$ cat src/rtl/rv_pkg.sv
// Shared RV32I writeback encodings: writeback source select and load funct3 values.
package rv_pkg;

  localparam int XLEN_DEF = 32;

  typedef enum logic [1:0] {
    WB_ALU  = 2'd0,
    WB_LOAD = 2'd1,
    WB_PC4  = 2'd2,
    WB_IMM  = 2'd3
  } wb_sel_e;

  localparam logic [2:0] F3_LB  = 3'd0;
  localparam logic [2:0] F3_LH  = 3'd1;
  localparam logic [2:0] F3_LW  = 3'd2;
  localparam logic [2:0] F3_LBU = 3'd4;
  localparam logic [2:0] F3_LHU = 3'd5;

endpackage

$ cat src/rtl/load_extend.sv
// Combinational load lane extraction with sign/zero extension and alignment check.
module load_extend
  import rv_pkg::*;
#(
  parameter int XLEN = XLEN_DEF
) (
  input  logic [XLEN-1:0] load_data,
  input  logic [2:0]      funct3,
  input  logic [1:0]      addr_lo,
  output logic [XLEN-1:0] data,
  output logic            misaligned
);

  logic [7:0]  byte_lane;
  logic [15:0] half_lane;

  assign byte_lane = load_data[{addr_lo, 3'b000} +: 8];
  assign half_lane = addr_lo[1] ? load_data[31:16] : load_data[15:0];

  always_comb begin
    data       = load_data;
    misaligned = 1'b0;
    case (funct3)
      F3_LB:  data = {{(XLEN-8){byte_lane[7]}}, byte_lane};
      F3_LBU: data = {{(XLEN-8){1'b0}}, byte_lane};
      F3_LH: begin
        data       = {{(XLEN-16){half_lane[15]}}, half_lane};
        misaligned = addr_lo[0];
      end
      F3_LHU: begin
        data       = {{(XLEN-16){1'b0}}, half_lane};
        misaligned = addr_lo[0];
      end
      F3_LW:  misaligned = (addr_lo != 2'd0);
      // funct3 3, 6, 7 are not loads in RV32I
      default: misaligned = 1'b1;
    endcase
  end

endmodule

$ cat src/rtl/writeback_stage.sv
// MEM/WB pipeline register with writeback source select, write suppression and retire counters.
module writeback_stage
  import rv_pkg::*;
#(
  parameter int XLEN  = XLEN_DEF,
  parameter int CNT_W = 64
) (
  input  logic             clk,
  input  logic             rst,
  input  logic             flush,
  input  logic             in_valid,
  input  logic [4:0]       in_rd,
  input  logic             in_reg_write,
  input  logic [1:0]       in_wb_sel,
  input  logic [XLEN-1:0]  in_alu_result,
  input  logic [XLEN-1:0]  in_load_data,
  input  logic [2:0]       in_funct3,
  input  logic [1:0]       in_addr_lo,
  input  logic [XLEN-1:0]  in_pc_plus4,
  input  logic [XLEN-1:0]  in_imm,
  output logic [4:0]       Rd,
  output logic [XLEN-1:0]  Write_data,
  output logic             RegWrite,
  output logic             wb_valid,
  output logic             ld_misalign,
  output logic [CNT_W-1:0] instret,
  output logic [15:0]      misalign_cnt
);

  logic [XLEN-1:0] ld_data;
  logic            ld_bad;
  logic [XLEN-1:0] sel_data;
  logic            take;
  logic            bad_load;

  load_extend #(.XLEN(XLEN)) u_load_extend (
    .load_data  (in_load_data),
    .funct3     (in_funct3),
    .addr_lo    (in_addr_lo),
    .data       (ld_data),
    .misaligned (ld_bad)
  );

  always_comb begin
    sel_data = in_alu_result;
    case (in_wb_sel)
      WB_LOAD: sel_data = ld_data;
      WB_PC4:  sel_data = in_pc_plus4;
      WB_IMM:  sel_data = in_imm;
      default: sel_data = in_alu_result;
    endcase
  end

  assign take     = in_valid & ~flush;
  assign bad_load = (in_wb_sel == WB_LOAD) & ld_bad;

  // Counters include the instruction retiring on the same edge, so they agree with wb_valid.
  always_ff @(posedge clk or negedge rst) begin
    if (!rst) begin
      Rd           <= '0;
      Write_data   <= '0;
      RegWrite     <= 1'b0;
      wb_valid     <= 1'b0;
      ld_misalign  <= 1'b0;
      instret      <= '0;
      misalign_cnt <= '0;
    end else begin
      Rd          <= in_rd;
      Write_data  <= sel_data;
      wb_valid    <= take;
      RegWrite    <= take & in_reg_write & (in_rd != 5'd0) & ~bad_load;
      ld_misalign <= take & bad_load;
      instret     <= instret + CNT_W'(take);
      if (take && bad_load && misalign_cnt != 16'hFFFF)
        misalign_cnt <= misalign_cnt + 16'd1;
    end
  end

endmodule

$ cat config.mk
export PLATFORM = sky130hd
export DESIGN_NAME = writeback_stage
export DESIGN_NICKNAME = d
export VERILOG_FILES = /design/src/rtl/rv_pkg.sv /design/src/rtl/load_extend.sv /design/src/rtl/writeback_stage.sv
export SDC_FILE = /design/constraint.sdc
export NUM_CORES = 1
export LEC_CHECK = 0
export BUFFER_PORTS_ARGS = -buffer_cell sky130_fd_sc_hd__buf_2
export CAP_MARGIN = 20
export CORE_MARGIN = 8
export CORE_UTILIZATION = 44
export DETAILED_ROUTE_END_ITERATION = 10
export PLACE_DENSITY = 0.86
export SLEW_MARGIN = 20
export SYNTH_ARGS = -nofsm -noshare
export SYNTH_HDL_FRONTEND = slang
export SYNTH_HIERARCHICAL = 1
export SYNTH_SLANG_ARGS = --single-unit
$ cat constraint.sdc
create_clock -name clk -period 1.9 [get_ports clk]
set_clock_uncertainty 0.15 [all_clocks]
set_input_delay 0.57 -clock clk [delete_from_list [all_inputs] [get_ports clk]]
set_output_delay 0.57 -clock clk [all_outputs]
set_load 0.005 [all_outputs]
==> results.cfg, run 1 <==
[status]
outcome = complete, but fails checks
violations = setup timing

[placement]
post_dp_cell_area_sq_um = 8770
place_ws_ns = -0.621
dp_hpwl_mm = 17.9
gp_congestion = 0.891
io_buffers = 264

[pwr]
comb_power_share_pct = 16.5
swShare_pct = 27.8
pwr-share-clk_pct = 42.4
p_per_area_nw_per_um2 = 703
p_leak_nw = 5.13
p_switching_mw = 1.95
ir_drop_v = 0.000572
p_seq_share_pct = 41.1
internal_power_mw = 5.05
power_mw = 7.00

[logic_synthesis]
syn_nets = 690
syn_inst = 542
ys_ff_latch = 120
mappedNetlistArea_sq_um = 6150
ys.flop_type = dfrtp_1
synth_edf_count = 0
synthArstFlopShare_pct = 100
synth_cell_types = 44
ys_warn_count = 6
yosysSeqAreaShare_pct = 48.8
avgSynthCellArea_sq_um = 11.4

[worst_setup_path]
path_cells = and3_1, and3_1, nand4_1, nor4_2, xor2_1
path_max_fanout = 5
cp.buffers_inverters = 0
max_stage_delay_ns = 0.42
worst_path_dominant_cell_family = simple AND/OR/NAND/NOR gates
start_kind = flop
critPathMostFrequentCell = and3_1
endpoint_kind = flop
cp.required_ns = 2.08
crit_slowest_cell = dfrtp_1
arrival_ns = 2.29
critPathKind = reg2reg

[cells_and_area]
fillers = 928
drive_gt1_share_pct = 60.5
area_delta_synth_final_pct = 61.8
fin_area_sq_um = 9960
layout_common_cells = buf_2 (254), dfrtp_1 (118), buf_4 (105)
multi_input_area_sq_um = 3580
fin_nets = 1085
final_common_cell = buf_2
register_area_sq_um = 3010

[floorplanning]
core-area_sq_um = 13800
die_area_sq_um = 18000
initial_utilization_pct = 44.7
die_w_um = 134
io_pins = 265
die_h_um = 134
fp-row-count = 43

[routing]
dr.pass1.iters = 5
wl_per_cell_um = 22.0
drc = 0
ant_nets = 0
wirelength_mm = 25.0
drt-initial-drc-count = 430
viasPerCell = 5.54
route.vias.total = 6309

[global_route]
grt_pass1_wl_mm = 37.4
track_usage_pct = 27.0
grt_pass1_vias = 6861
gr-total-overflow = 0
antenna_found_initial = 7
grt_max_degree = 46

[timing]
worst_slack_ns = -0.202
slew_viol_final = 0
slew_headroom_pct = 60.5
min_period_ns = 2.10
worstMarginPinSlew_ns = 0.591
period_share_pct = 111
fmax_mhz = 476
setup_viol = 50
rsz0062_at_grt = true
hold_violations = 0

[min_path]
hold_class = in2reg

[clocking]
clockRootBuffer = clkbuf_16
clock_sinks = 120
clk_latency_ns = 0.42
htree_levels = 4
clockBufferDepth = 2
cts_tree = yes
clk_pin_slew_ns = 0.06
cts_buffers = 17

[job]
drv_cap = 0
==> area by class of cell <==
type                       count  share of cell area (%)
timing repair buffer         395                    25.4
tap                          180                    2.26
multi-input combinational    390                    35.9
sequential                   120                    30.2
clock buffer                  19                    4.45
antenna                        8                   0.201
clock inverter                13                    1.01
inverter                      13                   0.515
==> synth_stat cells (5+ instances only) <==
library cell | instances | area share, %
nor3_1 | 12 | 0.98
nand2_1 | 72 | 4.4
mux2_2 | 7 | 1.3
mux4_2 | 33 | 12
a22oi_1 | 5 | 0.61
nor2_1 | 36 | 2.2
dfrtp_1 | 120 | 49
o21ai_0 | 10 | 0.81
nand4_1 | 20 | 2.0
nand3_1 | 29 | 2.4
buf_2 | 8 | 0.65
inv_1 | 13 | 0.79
clkbuf_1 | 8 | 0.49
a21oi_1 | 6 | 0.49
nand2_2 | 10 | 1.0
nor4_1 | 11 | 1.1
nand2b_1 | 10 | 1.0
xor2_1 | 39 | 5.6
and3_1 | 12 | 1.2
xnor2_1 | 34 | 4.8
==> power by group through the flow <==
stage	Combinational (mW)	Clock, mW	Sequential [mW]
floorplan	0.429	0	2.92
global placement	1.07	0	2.89
detailed placement	1.11	0	2.91
CTS	1.14	2.99	2.87
global route	1.25	3.11	2.90
finish	1.16	2.96	2.87
==> metal layers <==
layer  up-vias  wire [um]  GRT usage, %
li1       2736          -             -
met1      3090       8280          28.2
met2       398      13100          47.2
met3        85       2530          8.94
met4         0       1050          14.5
met5         -          0             0
==> registers in the layout, summed over array words and instances (netlist names) <==
signal,flops
misalign_cnt,16
ld_misalign,1
wb_valid,1
Write_data,32
Rd,5
instret,64
RegWrite,1
==> logic make-up after synthesis <==
kind of cell / Yosys count / synth area share (%)
DFF: 120 / 48.8
AOI/OAI and AO/OA: 34 / 3.76
and+or+nand+nor: 238 / 20.5
xor gates and xnor gates: 73 / 10.4
buffers and inverters: 32 / 2.30
adders and majority gates: 3 / 0.610
muxes: 42 / 13.7
==> worst register-to-register path, delay by kind of cell, from the launching register on <==
| kind | cells | cell delay (ns) |
|---|---|---|
| xor+xnor | 1 | 0.20 |
| simple gates | 4 | 1.25 |
| flops | 1 | 0.42 |
==> stage by stage <==
stage | TNS (ns) | hold WS (ns) | utilization, % | cells
after floorplan | -15.67 | 0.124 | - | 542
after global placement | -38.28 | 0.304 | 63.6 | 1080
after detailed placement | -42.62 | 0.324 | 63.6 | 1080
after CTS | -4.07 | 0.111 | 70.7 | 1127
after global routing | -8.78 | 0.122 | 72.3 | 1137
final | -5.02 | 0.131 | 72.3 | 1138
==> timing repair <==
item | CTS | global route
hold buffers | 1 | 0
setup buffers | 15 | 8
endpoints found under the hold margin | 12 | 0
pin swaps | 35 | 32
resized for setup | 62 | 44
endpoints found under the setup margin | 57 | 80
gates cloned | 0 | 0
==> final timing paths <==
| check | startpoint | endpoint | slack [ns] | cells past startpoint |
|---|---|---|---|---|
| max in group asynchronous | rst | misalign_cnt[15]$_DFFE_PN0P_ | 0.63 | 3 |
| worst min register to register | misalign_cnt[14]$_DFFE_PN0P_ | misalign_cnt[14]$_DFFE_PN0P_ | 0.34 | 1 |
| worst max register to register | instret[52]$_DFF_PN0_ | instret[63]$_DFF_PN0_ | -0.20 | 5 |
| min in group asynchronous | rst | instret[2]$_DFF_PN0_ | 0.44 | 2 |
| worst min-delay path | in_rd[2] | Rd[2]$_DFF_PN0_ | 0.13 | 1 |
| worst max-delay path | instret[52]$_DFF_PN0_ | instret[63]$_DFF_PN0_ | -0.20 | 5 |
Note: power is estimated with default switching activity, not from simulation.
==> inputs of run 2 (changes only) <==
--- a/config.mk
+++ b/config.mk
@@ -10,7 +10,7 @@
 export CORE_MARGIN = 8
 export CORE_UTILIZATION = 44
 export DETAILED_ROUTE_END_ITERATION = 10
-export PLACE_DENSITY = 0.86
+export PLACE_DENSITY = 0.81
 export SLEW_MARGIN = 20
 export SYNTH_ARGS = -nofsm -noshare
 export SYNTH_HDL_FRONTEND = slang
==> run 2 against run 1 <==
The flow still finishes with violations (setup timing); power rose by 5.2%; register-to-register slack improved by 0.12 ns; die area did not move; first-iteration DRC count rose by 3.7%; combinational power barely moved; setup slack improved by 0.064 ns; sequential share of layout area rose by 0.38 points; clock power rose by 14%; sequential power barely moved; flip-flop and latch count did not move; non-clock buffer count rose by 6; final cell count barely moved; largest cell class unchanged; largest power group unchanged; highest routed layer unchanged.
==> results.cfg, run 2 (synthesized netlist as in run 1, its figures left out) <==
[global_route]
grt_pass1_vias = 6506
gr-total-overflow = 0
antenna_found_initial = 3
grt_max_degree = 83
grt_pass1_wl_mm = 33.8
track_usage_pct = 24.0

[timing]
worst_slack_ns = -0.138
hold_slack_ns = 0.0141
setup_viol = 43
hold_violations = 0
fmax_mhz = 491
period_share_pct = 107
worstMarginPinSlew_ns = 0.659
slew_viol_final = 0
slew_headroom_pct = 56.0
rsz0062_at_grt = true
min_period_ns = 2.04

[routing]
route.vias.total = 6152
wl_per_cell_um = 19.9
drt-initial-drc-count = 446
viasPerCell = 5.40
ant_nets = 0
wirelength_mm = 22.7
drc = 0
dr.pass1.iters = 7

[pwr]
p_per_area_nw_per_um2 = 749
ir_drop_v = 0.000563
p_leak_nw = 5.16

[placement]
dp_hpwl_mm = 17.2
place_ws_ns = -0.573
gp_congestion = 0.868
post_dp_cell_area_sq_um = 8770
io_buffers = 264

[worst_setup_path]
r2r_start = instret[0]$_DFF_PN0_
start_kind = input port
critPathKind = in2reg
max_stage_delay_ns = 0.21
arrival_ns = 2.21
r2r_cells = 9
cp.required_ns = 2.08
path_cells = buf_6, nand2b_4, inv_4, ha_4, ha_4, nand4_1, nor4_4, buf_4, nand4_1, buf_6, nor2_4, xor2_1
crit_slowest_cell = nor4_4
path_max_fanout = 6
endpoint_kind = flop
crit_start = flush

[clocking]
clockRootBuffer = clkbuf_16
clockBufferDepth = 2
clock_sinks = 120
clk_pin_slew_ns = 0.06
cts_buffers = 17
clk_latency_ns = 0.41
cts_hold_buf = 0
htree_levels = 4
cts_tree = yes

[floorplanning]
initial_utilization_pct = 44.7
die_w_um = 134
fp-row-count = 43
core-area_sq_um = 13800
io_pins = 265
die_h_um = 134
die_area_sq_um = 18000

[cells_and_area]
fin_nets = 1091
fin_area_sq_um = 9830
largest_reg_flops = 64
largest-register = instret
final_common_cell = buf_2
drive_gt1_share_pct = 58.2
area_delta_synth_final_pct = 59.7
top_regs = instret: 64 flops, Write_data: 32 flops, misalign_cnt: 16 flops
layout_common_cells = buf_2 (258), buf_4 (124), dfrtp_1 (120)

[status]
outcome = complete, but fails checks
violations = setup timing

[min_path]
hold_class = in2async

[job]
drv_cap = 0
-- run 2: worst max-delay path: cells and delay by family --
| family | cells | cell delay [ns] |
|---|---|---|
| fa+ha+maj | 2 | 0.26 |
| xor+xnor | 1 | 0.16 |
| simple gates | 5 | 0.70 |
| buf+inv | 4 | 0.53 |
-- run 2: routing by layer --
layer / global-route usage, % / vias to the layer above / routed length [um]
met4: 11.0 / 0 / 652
met3: 7.63 / 54 / 2030
met1: 25.5 / 3006 / 7770
met5: 0 / - / 0
met2: 42.5 / 341 / 12200
li1: - / 2751 / -
-- run 2: area by class of cell --
type / count / area, sq um
Antenna cell: 3 / 7.51
Clock buffer: 20 / 437
Clock inverter: 12 / 176
Fill cell: 954 / 3950
Inverter: 13 / 51.3
Multi-Input combinational cell: 390 / 3450
Sequential cell: 120 / 3000
Tap cell: 180 / 225
Timing Repair Buffer: 401 / 2470
-- run 2: metrics by stage --
stage / util, % / TNS (ns) / instances / power [mW]
finish: 71.3 / -2.49 / 1139 / 7.36
global route: 71.3 / -5.20 / 1139 / 7.64
detailed placement: 63.7 / -40.89 / 1084 / 4.01
floorplan: - / -15.67 / 542 / 3.35
CTS: 69.4 / -1.01 / 1123 / 7.38
global placement: 63.7 / -37.30 / 1084 / 3.97
-- run 2: worst paths after layout --
| path | to | slack [ns] |
|---|---|---|
| setup reg to reg | instret[58]$_DFF_PN0_ | -0.08 |
| hold reg to reg | instret[63]$_DFF_PN0_ | 0.31 |
| max in group asynchronous | misalign_cnt[12]$_DFFE_PN0P_ | 1.16 |
| min in group clk | Rd[2]$_DFF_PN0_ | 0.13 |
| setup / recovery | instret[58]$_DFF_PN0_ | -0.14 |
| hold / removal | instret[35]$_DFF_PN0_ | 0.01 |
-- run 2: repair_timing --
item	4_1_cts	5_1_grt
pin swaps	12	30
setup buffers	8	14
gates resized for setup	23	36
endpoints found under the setup margin	51	67
-- run 2: report_power, final --
part	switching (mW)	internal [mW]
clock	1.17	2.19
sequential	0.117	2.73
combinational	0.532	0.616
total	1.82	5.54
==> inputs of run 3 (changes only) <==
--- a/config.mk
+++ b/config.mk
@@ -8,9 +8,9 @@
 export BUFFER_PORTS_ARGS = -buffer_cell sky130_fd_sc_hd__buf_2
 export CAP_MARGIN = 20
 export CORE_MARGIN = 8
-export CORE_UTILIZATION = 44
+export CORE_UTILIZATION = 40
 export DETAILED_ROUTE_END_ITERATION = 10
-export PLACE_DENSITY = 0.81
+export PLACE_DENSITY = 0.72
 export SLEW_MARGIN = 20
 export SYNTH_ARGS = -nofsm -noshare
 export SYNTH_HDL_FRONTEND = slang
==> constraint.sdc (replaced) <==
create_clock -name clk -period 1.85 [get_ports clk]
set_clock_uncertainty 0.15 [all_clocks]
set_input_delay 0.555 -clock clk [delete_from_list [all_inputs] [get_ports clk]]
set_output_delay 0.555 -clock clk [all_outputs]
set_load 0.005 [all_outputs]
==> run 3 against run 2 <==
Clock power increased by 6%; the flow still finishes with violations (setup timing); largest power group unchanged; critical endpoint is now instret[18]$_DFF_PN0_; critical path depth is the same; design area rose by 4.0%.
==> results.cfg, run 3 (synthesized netlist as in run 1, its figures left out) <==
[status]
outcome = complete, but fails checks
violations = setup timing

[routing]
drc = 0
ant_nets = 0
dr.pass1.iters = 5
wirelength_mm = 22.5
wl_per_cell_um = 19.2
route.vias.total = 6143
drt-initial-drc-count = 295
viasPerCell = 5.26

[clocking]
cts_tree = yes
clockRootBuffer = clkbuf_16
clk_latency_ns = 0.42
htree_levels = 4
clock_sinks = 120
clk_pin_slew_ns = 0.06
clockBufferDepth = 2
cts_buffers = 17

[job]
drv_cap = 0

[min_path]
hold_depth = 1
hold_class = in2reg

[placement]
dp_hpwl_mm = 17.1
gp_congestion = 0.856
placed_cells = 1113
post_dp_cell_area_sq_um = 8970
place_ws_ns = -0.651
io_buffers = 264

[cells_and_area]
final_common_cell = buf_2
drive_gt1_share_pct = 60.9
largest-register = instret
top_regs = instret: 64 flops, Write_data: 32 flops, misalign_cnt: 16 flops
fin_nets = 1111
fin_cells = 1168
layout_common_cells = buf_2 (255), buf_4 (135), dfrtp_1 (120)
fin_area_sq_um = 10200
finish.utilization_pct = 67.5
fillers = 1103
largest_reg_flops = 64
area_delta_synth_final_pct = 66.1

[pwr]
power_mw = 7.74
p_switching_mw = 1.95
ir_drop_v = 0.000637
swShare_pct = 25.2
p_per_area_nw_per_um2 = 757
comb_power_share_pct = 16.3
pwr-share-clk_pct = 46.0
p_seq_share_pct = 37.7
p_leak_nw = 5.29
internal_power_mw = 5.79

[floorplanning]
core-area_sq_um = 15100
die_h_um = 140
die_area_sq_um = 19600
initial_utilization_pct = 40.6
die_w_um = 140
io_pins = 265
fp-row-count = 45

[global_route]
grt_pass1_wl_mm = 34.2
grt.met1_usage_pct = 24.0
track_usage_pct = 22.3
grt_pass1_vias = 6614
grt_use_met3_pct = 7.75
antenna_found_initial = 4
gr-total-overflow = 0
grt_busiest_layer = met2
grtUsageMet2_pct = 39.1
grt_max_degree = 44

[timing]
hold_violations = 0
period_share_pct = 114
rsz0062_at_grt = true
slew_headroom_pct = 62.1
setup_viol = 60
worstMarginPinSlew_ns = 0.567
setup-tns-final_ns = -7.13
hold_slack_ns = 0.107
slew_viol_final = 0
fmax_mhz = 475
worst_slack_ns = -0.256
min_period_ns = 2.11

[worst_setup_path]
arrival_ns = 2.25
r2r_cells = 9
path_max_fanout = 3
start_kind = input port
endpoint_kind = flop
critPathKind = in2reg
cp.required_ns = 1.99
==> run 3: path summary, 6_finish.rpt <==
path | from | endpoint | slack, ns
max in group asynchronous | rst | Write_data[9]$_DFF_PN0_ | 0.56
setup / recovery | flush | instret[18]$_DFF_PN0_ | -0.26
hold / removal | in_rd[4] | Rd[4]$_DFF_PN0_ | 0.11
min in group asynchronous | rst | instret[63]$_DFF_PN0_ | 0.43
hold reg to reg | instret[63]$_DFF_PN0_ | instret[63]$_DFF_PN0_ | 0.31
setup reg to reg | instret[0]$_DFF_PN0_ | instret[18]$_DFF_PN0_ | -0.23
==> run 3: routing by layer <==
metal | vias up | routed length, um
li1 | 2788 | -
met1 | 3013 | 8090
met2 | 287 | 11900
met3 | 55 | 1830
met4 | 0 | 637
met5 | - | 0
==> run 3: power by group through the flow <==
stage	registers, mW	logic [mW]	clock network, mW
after global routing	2.94	1.38	3.73
after global placement	2.96	1.17	0
after CTS	2.92	1.25	3.61
after detailed placement	2.97	1.20	0
after floorplan	3.00	0.440	0
final	2.92	1.26	3.56
==> run 3: critical path, stage by stage <==
cell,delay (ns)
buf_6,0.09
nand2b_4,0.14
inv_4,0.06
ha_4,0.15
ha_4,0.12
nand4_1,0.19
nor4_4,0.22
buf_4,0.18
buf_6,0.09
buf_6,0.09
nand4_1,0.16
xnor2_1,0.19
==> run 3: what timing repair did <==
action                     in CTS  in global routing
cloned                          2                  1
hold buffers                    1                  0
pin swaps                      19                 26
hold endpoints to repair       19                  0
setup endpoints to repair      67                 90
setup buffers                   7                 11
gates resized for setup        52                 42
==> run 3: layout make-up <==
type                            count  area, sq um  share of cell area (%)
Clock buffer                       18          439                    4.30
Inverter                           13         51.3                   0.502
Timing Repair Buffer              420         2690                    26.3
Sequential cell                   120         3000                    29.4
Antenna cell                        4         10.0                  0.0979
Multi-Input combinational cell    391         3590                    35.2
Clock inverter                     14          196                    1.92
Tap cell                          188          235                    2.30
